===== src/rtl/pc_stack_unit.sv =====
// Program counter with a parameterised hardware return-address stack.
// Feeds the fetch address to the memory address mux; supports nested JPL/RET.
module pc_stack_unit #(
   parameter int                   AddrWidth   = 16,
   parameter int                   StackDepth  = 4,
   parameter logic [AddrWidth-1:0] ResetVector = '0
) (
   input  logic                           Clk,
   input  logic                           Reset,
   input  logic                           PC_Rst,
   input  logic                           PC_Ld,
   input  logic                           PC_Inc,
   input  logic [1:0]                     PC_Src,
   input  logic                           STK_Ld,
   input  logic                           BRA_Src,
   input  logic [15:0]                    IR,
   input  logic [AddrWidth-1:0]           Src1Data,
   output logic [AddrWidth-1:0]           PC,
   output logic [AddrWidth-1:0]           TopOfStack,
   output logic [$clog2(StackDepth):0]    StkCount,
   output logic                           StkOvf,
   output logic                           StkUnf
);

   localparam int IW = $clog2(StackDepth);
   localparam int CW = IW + 1;

   logic [StackDepth-1:0][AddrWidth-1:0] stk;
   logic [CW-1:0]        cnt;
   logic [IW-1:0]        cnt_lo, top_idx, wr_idx;
   logic                 clr, push, pop, empty, full;
   logic                 wr_en, cnt_inc, cnt_dec, ovf_set, unf_set;
   logic [AddrWidth-1:0] top, bra_addr, pc_nxt;

   assign clr     = !Reset || !PC_Rst;
   assign push    = !STK_Ld;
   assign pop     = !PC_Ld && (PC_Src == 2'b01);
   assign empty   = (cnt == '0);
   assign full    = (cnt == CW'(StackDepth));
   assign cnt_lo  = cnt[IW-1:0];
   // Depth is a power of two, so cnt_lo-1 also wraps correctly when full.
   assign top_idx = cnt_lo - IW'(1);
   assign top     = empty ? '0 : stk[top_idx];

   // A push alongside a live pop replaces the popped entry in place.
   assign wr_idx  = (pop && !empty) ? top_idx : cnt_lo;
   assign wr_en   = push && (!full || pop);
   assign cnt_inc = push && ((!pop && !full) || (pop && empty));
   assign cnt_dec = pop && !push && !empty;
   assign ovf_set = push && !pop && full;
   assign unf_set = pop && empty;

   assign bra_addr = BRA_Src ? PC + {{(AddrWidth-10){IR[9]}}, IR[9:0]} : Src1Data;

   always_comb begin
      pc_nxt = PC;
      if (!PC_Ld) begin
         case (PC_Src)
            2'b00:   pc_nxt = bra_addr;
            2'b01:   pc_nxt = top;
            2'b10:   pc_nxt = Src1Data;
            default: pc_nxt = PC;
         endcase
      end else if (!PC_Inc) begin
         pc_nxt = PC + AddrWidth'(1);
      end
   end

   always_ff @(posedge Clk) begin
      if (clr) begin
         PC     <= ResetVector;
         cnt    <= '0;
         StkOvf <= 1'b0;
         StkUnf <= 1'b0;
      end else begin
         PC <= pc_nxt;
         if (cnt_inc)      cnt <= cnt + CW'(1);
         else if (cnt_dec) cnt <= cnt - CW'(1);
         if (ovf_set) StkOvf <= 1'b1;
         if (unf_set) StkUnf <= 1'b1;
      end
   end

   always_ff @(posedge Clk) begin
      if (clr)        stk         <= '0;
      else if (wr_en) stk[wr_idx] <= PC;
   end

   assign TopOfStack = top;
   assign StkCount   = cnt;

endmodule


===== config.mk =====
export PLATFORM = sky130hd
export DESIGN_NAME = pc_stack_unit
export DESIGN_NICKNAME = d
export VERILOG_FILES = /design/src/rtl/pc_stack_unit.sv
export SDC_FILE = /design/constraint.sdc
export NUM_CORES = 1
export LEC_CHECK = 0
export CORE_MARGIN = 1
export CORE_UTILIZATION = 50
export CTS_CLUSTER_DIAMETER = 40
export DETAILED_ROUTE_END_ITERATION = 12
export PLACE_DENSITY = 0.77
export SYNTH_ARGS = -nofsm -noshare
export SYNTH_HDL_FRONTEND = slang
export SYNTH_SLANG_ARGS = --single-unit

===== constraint.sdc =====
create_clock -name Clk -period 2.4 [get_ports Clk]
set_input_delay 0.48 -clock Clk [delete_from_list [all_inputs] [get_ports Clk]]
set_output_delay 0.48 -clock Clk [all_outputs]
set_load 0.005 [all_outputs]

[After elaboration in Yosys (flattened, before gate mapping)]
Cells that the tools add are included.
Cells by class
  $add $sub $neg: 5
  $mul: 0
  divide/modulo/power cells: 0
  $lt $le $gt $ge: 3
  equality and inequality tests: 4
  shifts and indexed selects: 0
  multiplexer cells: 13
  bitwise operators: 0
  reductions and logical operators: 26
Operators by type and width (number)
  two-way mux 16 bit: 6
  bitwise mux 64 bit: 1
  case mux 16 bit (3 select lines): 1
  binary-select mux 16 bit (select 2 bit): 1
  demux 16 bit (select 2 bit): 1
  adder 16 x 1 -> 16 bit (second input constant): 1
  adder 16 bit: 1
  logical AND 1 bit: 11
  logical NOT 1 bit: 7
  less-than comparator 2 x 3 -> 1 bit (second input constant): 2
  two-way mux 3 bit: 2
  nonzero test 4 bit: 1
  adder 3 x 1 -> 3 bit (second input constant): 1
  equality test 3 bit (second input constant): 1
  logical NOT 3 bit: 1
  logical OR 1 bit: 3
  subtractor 3 x 1 -> 3 bit (second input constant): 1
  equality test 2 x 1 -> 1 bit (second input constant): 1
  equality test 2 bit (second input constant): 1
  greater-or-equal comparator 2 x 1 -> 1 bit (second input constant): 1
  logical NOT 2 bit: 1
  two-way mux 2 bit: 1
  inequality test 2 bit (second input constant): 1
  AND reduction 2 bit: 1
  other kinds (2): 2
Storage, ports and cells
  flip-flop bits (word level): 85
  latch bits: 0
  memory bits (writable): 0
  ROM bits: 0
  input bits: 41
  output and inout bits: 37
  word-level logic and storage cells: 59
  memories kept: 0

[Logic depth before layout (Yosys ltp)]
  depth after elaboration: 9
  gate-level depth with buffers: 12
  depth with buffers taken out: 10

[Least setup slack after synthesis]
OpenSTA, ideal clock, no wires.
  kind: flip-flop to flip-flop
  start point: reg cnt[0], in the netlist StkCount[0]
  end point: reg PC[2]
  setup time: 0.117 ns
  data arrival time: 2.478 ns
  data required time: 2.283 ns
  setup slack: -0.196 ns
  cell stages (with the launch flop): 12
  path buffers: 2
  clock period less this slack: 2.596 ns
  path through: dfxtp_1 -> buf_4 -> inv_1 -> ha_1 -> buf_2 -> mux4_2 -> and2_1 -> a22oi_1 -> nand2_1 -> o21ai_0 -> o22ai_1 -> a32o_1
On the way
  cells in the longest elaborated chain, start to end: 6
  elaborated cells on any way between the ends: 7
  classes of those cells: add/sub: 1; mux: 5; reduce/logical: 1
Ends and longest elaborated chain
  start: declaration: line 29  | logic [CW-1:0] cnt;
  start signal: assignment: line 77  | if (cnt_inc) cnt <= cnt + CW'(1);
  start signal: assignment: line 78  | else if (cnt_dec) cnt <= cnt - CW'(1);
  subtractor 2 x 1 -> 2 bit: line 42  | assign top_idx = cnt_lo - IW'(1);
  named net top_idx[0]: line 30  | logic [IW-1:0] cnt_lo, top_idx, wr_idx;
  binary-select mux 16 bit (select 2 bit): line 43  | assign top = empty ? '0 : stk[top_idx];
  two-way mux 16 bit (not written as such): line 43
  two-way mux 16 bit: line 43
  named net TopOfStack[2]: line 19  | output logic [AddrWidth-1:0] TopOfStack,
  case mux 16 bit (3 select lines): line 58  | case (PC_Src)
  two-way mux 16 bit: line 57  | if (!PC_Ld) begin
  end signal: assignment: line 71  | PC <= ResetVector;
  end signal: assignment: line 76  | PC <= pc_nxt;
  end: declaration: line 18  | output logic [AddrWidth-1:0] PC,
The timed path passes the listed nets, and every way through them passes these cells. The select of a mux whose other input is x is not followed.
A chain may end at the register's enable or synchronous reset.

[Worst setup path in the final report]
  start point: reg cnt[0], in the netlist StkCount[0]
  end point: out TopOfStack[0]
On the way
  cells in the longest elaborated chain, start to end: 4
  elaborated cells on any way between the ends: 5
  classes of those cells: add/sub: 1; mux: 3; reduce/logical: 1
Ends and longest elaborated chain (line)
  subtractor 2 x 1 -> 2 bit: 42
  named net top_idx[0]: 30
  binary-select mux 16 bit (select 2 bit): 43
  two-way mux 16 bit (not written as such): 43
  two-way mux 16 bit: 43
  end: declaration: 19
The timed path passes the listed nets, and every way through them passes these cells. The select of a mux whose other input is x is not followed.

==> summary.md <==
| Metric | Value |
|---|---|
| Status | `complete, but fails checks` |
| Failing checks | `setup timing` |
| Syn_nets | `679` |
| WHS | `0.4986 ns` |
| Worst Max-Slew Pin Slew | `0.4878 ns` |
| Syn-to-layout area delta | `40.28%` |
| Post-Syn Instances | `616` |
| Final period utilization | `1.033` |
| Final setup fails | `11` |
| Max FO, Critical Path | `6` |
| First DRT Iteration DRCs | `447` |
| CTS tree | `built` |
| Peak per-stage delay on the critical path | `0.52 ns` |
| Antenna cell count | `0` |
| Gr usage total | `0.3082` |
| Synthesized cell area | `5271 µm²` |
| Non-filler cells, final | `925` |
| CP Class | `flop to output pin` |
| Clk_lat worst skew | `0.36 ns` |
| Worst clock skew | `0.009876 ns` |
| Min setup slack post-route | `-0.07963 ns` |
| Remaining DRCs | `0` |
| Share of cells above drive strength 1 | `0.2940` |
| Leak | `3.107 nW` |
| CP most frequent cell | `buf_6` |
| RSZ-0062 raised after global routing | `yes` |
| Syn_area_per_cell | `8.557 µm²` |
| Required @ worst endpoint | `1.92 ns` |
| Vias in the first global route | `5,408` |
| Power density cells | `440.7 nW/µm²` |
| FMAX | `403.3 MHz` |
| Vias per Instance | `6.063` |
| Grt ovf | `0` |
| Clk slew on worst S/H paths | `0.09 ns` |
| Placeable Area | `10,280 µm²` |
| Worst setup SP type | `flop` |
| Post-synth EDFFs | `0` |
| CP bufs+invs | `3` |
| Cells after DPL | `869` |
| Clk sink count | `85` |
| Initial Util | `0.5129` |
| Maximum number of pins on one net before global-route repair | `48` |
| Share of the core filled with cells | `0.7195` |
| Root buf cell | `clkbuf_8` |
| CTS Buf Count | `9` |
| Die footprint | `10,960 µm²` |
| Yosys cell types | `58` |
| Routed wire length | `17.73 mm` |
| Worst Setup End Kind | `output pin` |
| Sequential element share of the synthesized area | `0.3228` |
| Clock Tree Buf Depth | `2` |
| Pre-CTS setup slack | `-0.5579 ns` |
| Slew Viols, Final | `0` |
| Port bufs | `71` |
| Synth warn | `0` |
| DRT antenna net count | `0` |
| DR vias | `5,608` |
| Hold Crit Class | `flop to flop` |
| DRT Pass-1 Iters | `5` |
| Gp weighted congestion | `0.9337` |
| Peak VDD IR | `0.3236 mV` |
| Number of max-cap violations | `0` |
| CP max-delay cell | `mux4_2` |
| Global-route wire length before repair | `26.64 mm` |
| Chip height | `104.7 µm` |
| Total Nets Final | `847` |
| Register bit count reported by yosys | `85` |
| DP HPWL | `11.30 mm` |
| Delay-heaviest family, CP | `multiplexers` |
| Die Span X | `104.7 µm` |
| Setup total negative slack | `-0.3766 ns` |
| # rows | `37` |
| Arrival time of the worst setup path | `2.00 ns` |
| Boundary pin count | `78` |
| CP cell instances | `inv_2 -> ha_4 -> buf_6 -> mux4_2 -> and2_4 -> buf_6` |
| Main synth FF type | `dfxtp_1` |
| Hold Violations, Final | `0` |
| H-tree depth | `3` |
| Slew headroom | `0.6734` |
| WL per Instance | `19.17 µm` |
| Final Critical Period | `2.480 ns` |
| Async set-reset flop share out of synthesis | `0` |
| Initial antenna violation count | `0` |
## layout by cell type (no fill, tap or decap), types with 4 or more instances in the layout
cell             Yosys  final
buf_12               0      5
nand2_1             49     47
mux4_2              16     16
o221ai_1             6      6
inv_1               11      9
buf_2                6      7
clkdlybuf4s50_1      0     51
a211oi_1             4      4
xor2_1               4      4
a31oi_1             10     10
nor2_1              93     93
ha_1                20     16
and2_4               0     11
nand3_1             12     12
clkbuf_8             0     10
xnor2_1             11     11
nand4_1              4      4
a21oi_1             34     29
buf_4                5    121
dfxtp_1             85     83
a21o_1               9      9
o21ai_0             29     28
mux2i_1             65     65
nor3_1               9      9
o22ai_1              5      5
a22oi_1              8      5
a21oi_2              0      5
buf_6                2     17
and2_1              23     12
o21bai_1             4      4
## what timing repair did
action                                  4_1_cts  5_1_grt
hold buffers                                  0        0
pin swaps                                    26       24
gates resized for setup                     103       29
endpoints found under the setup margin       24       40
setup buffers                                24       15
cloned                                        1        0
## registers in the layout (all words and copies together), names as in the netlist
register	flops
PC	16
StkCount	3
StkUnf	1
stk	64
StkOvf	1
## through the flow
step                      cell area, µm²  total power [mW]
final                               7395             3.259
after floorplan                     5281             1.862
after detailed placement            6708             2.156
after global placement              6708             2.145
after global routing                7395             3.390
after CTS                           7163             3.188
## per-layer routing
layer / up-vias / wire, µm / track usage / part of all wire
met5: - / 0 / 0 / 0
met4: 0 / 630 / 0.1449 / 0.036
met3: 64 / 1198 / 0.04616 / 0.068
met2: 323 / 8957 / 0.5407 / 0.51
met1: 2679 / 6942 / 0.3694 / 0.39
li1: 2542 / - / - / -
## Yosys cell counts (all sizes together), types with 8 or more instances
library cell / count / share of area
a31oi: 10 / 0.012
buf: 15 / 0.019
clkbuf: 37 / 0.026
mux2i: 65 / 0.12
dfxtp: 85 / 0.32
ha: 20 / 0.047
nand2: 50 / 0.036
o21ai: 30 / 0.028
nor3: 9 / 0.0085
a21oi: 34 / 0.032
xnor2: 11 / 0.018
a22oi: 8 / 0.011
and2: 23 / 0.027
nand3: 12 / 0.011
a21o: 10 / 0.014
mux4: 16 / 0.068
inv: 11 / 0.0078
nor2: 93 / 0.066
## worst paths after layout
kind                    start       endpoint  slack, ns  cells past startpoint
setup / recovery  StkCount[0]  TopOfStack[0]      -0.08                      6
hold / removal        stk[25]        stk[25]       0.50                      2
setup reg to reg  StkCount[0]          PC[2]       0.09                     11
hold reg to reg       stk[25]        stk[25]       0.50                      2
## cells by family (layout without fill, tap and decap cells)
group,after synthesis,count (layout),synth area share
buffers and inverters,63,236,0.05269
AO/OA/AOI/OAI,138,138,0.1704
AND/OR/NAND/NOR,210,210,0.1780
flip-flops,85,85,0.3228
multiplexers,83,83,0.1961
XOR/XNOR,15,15,0.02492
adder cells (fa/ha/maj),22,22,0.05507
## tightest hold or removal path, cell delays in order (launching register included)
cell	delay (ns)
dfxtp_1	0.33
mux2i_1	0.06
nor2_1	0.07
## layout make-up
type                            instances  area [µm²]
Multi-Input combinational cell        468        3446
Fill cell                             708        2883
Timing Repair Buffer                  209        1849
Sequential cell                        85        1704
Tap cell                              136       170.2
Clock buffer                           11       141.4
Clock inverter                          5       42.54
Inverter                               11       41.29
## power breakdown
part | switching, mW | internal [mW]
registers | 0.0185 | 1.43
clock network | 0.573 | 0.417
logic | 0.411 | 0.413
total | 1.00 | 2.26
No activity file was read; power rests on OpenSTA's default activity.
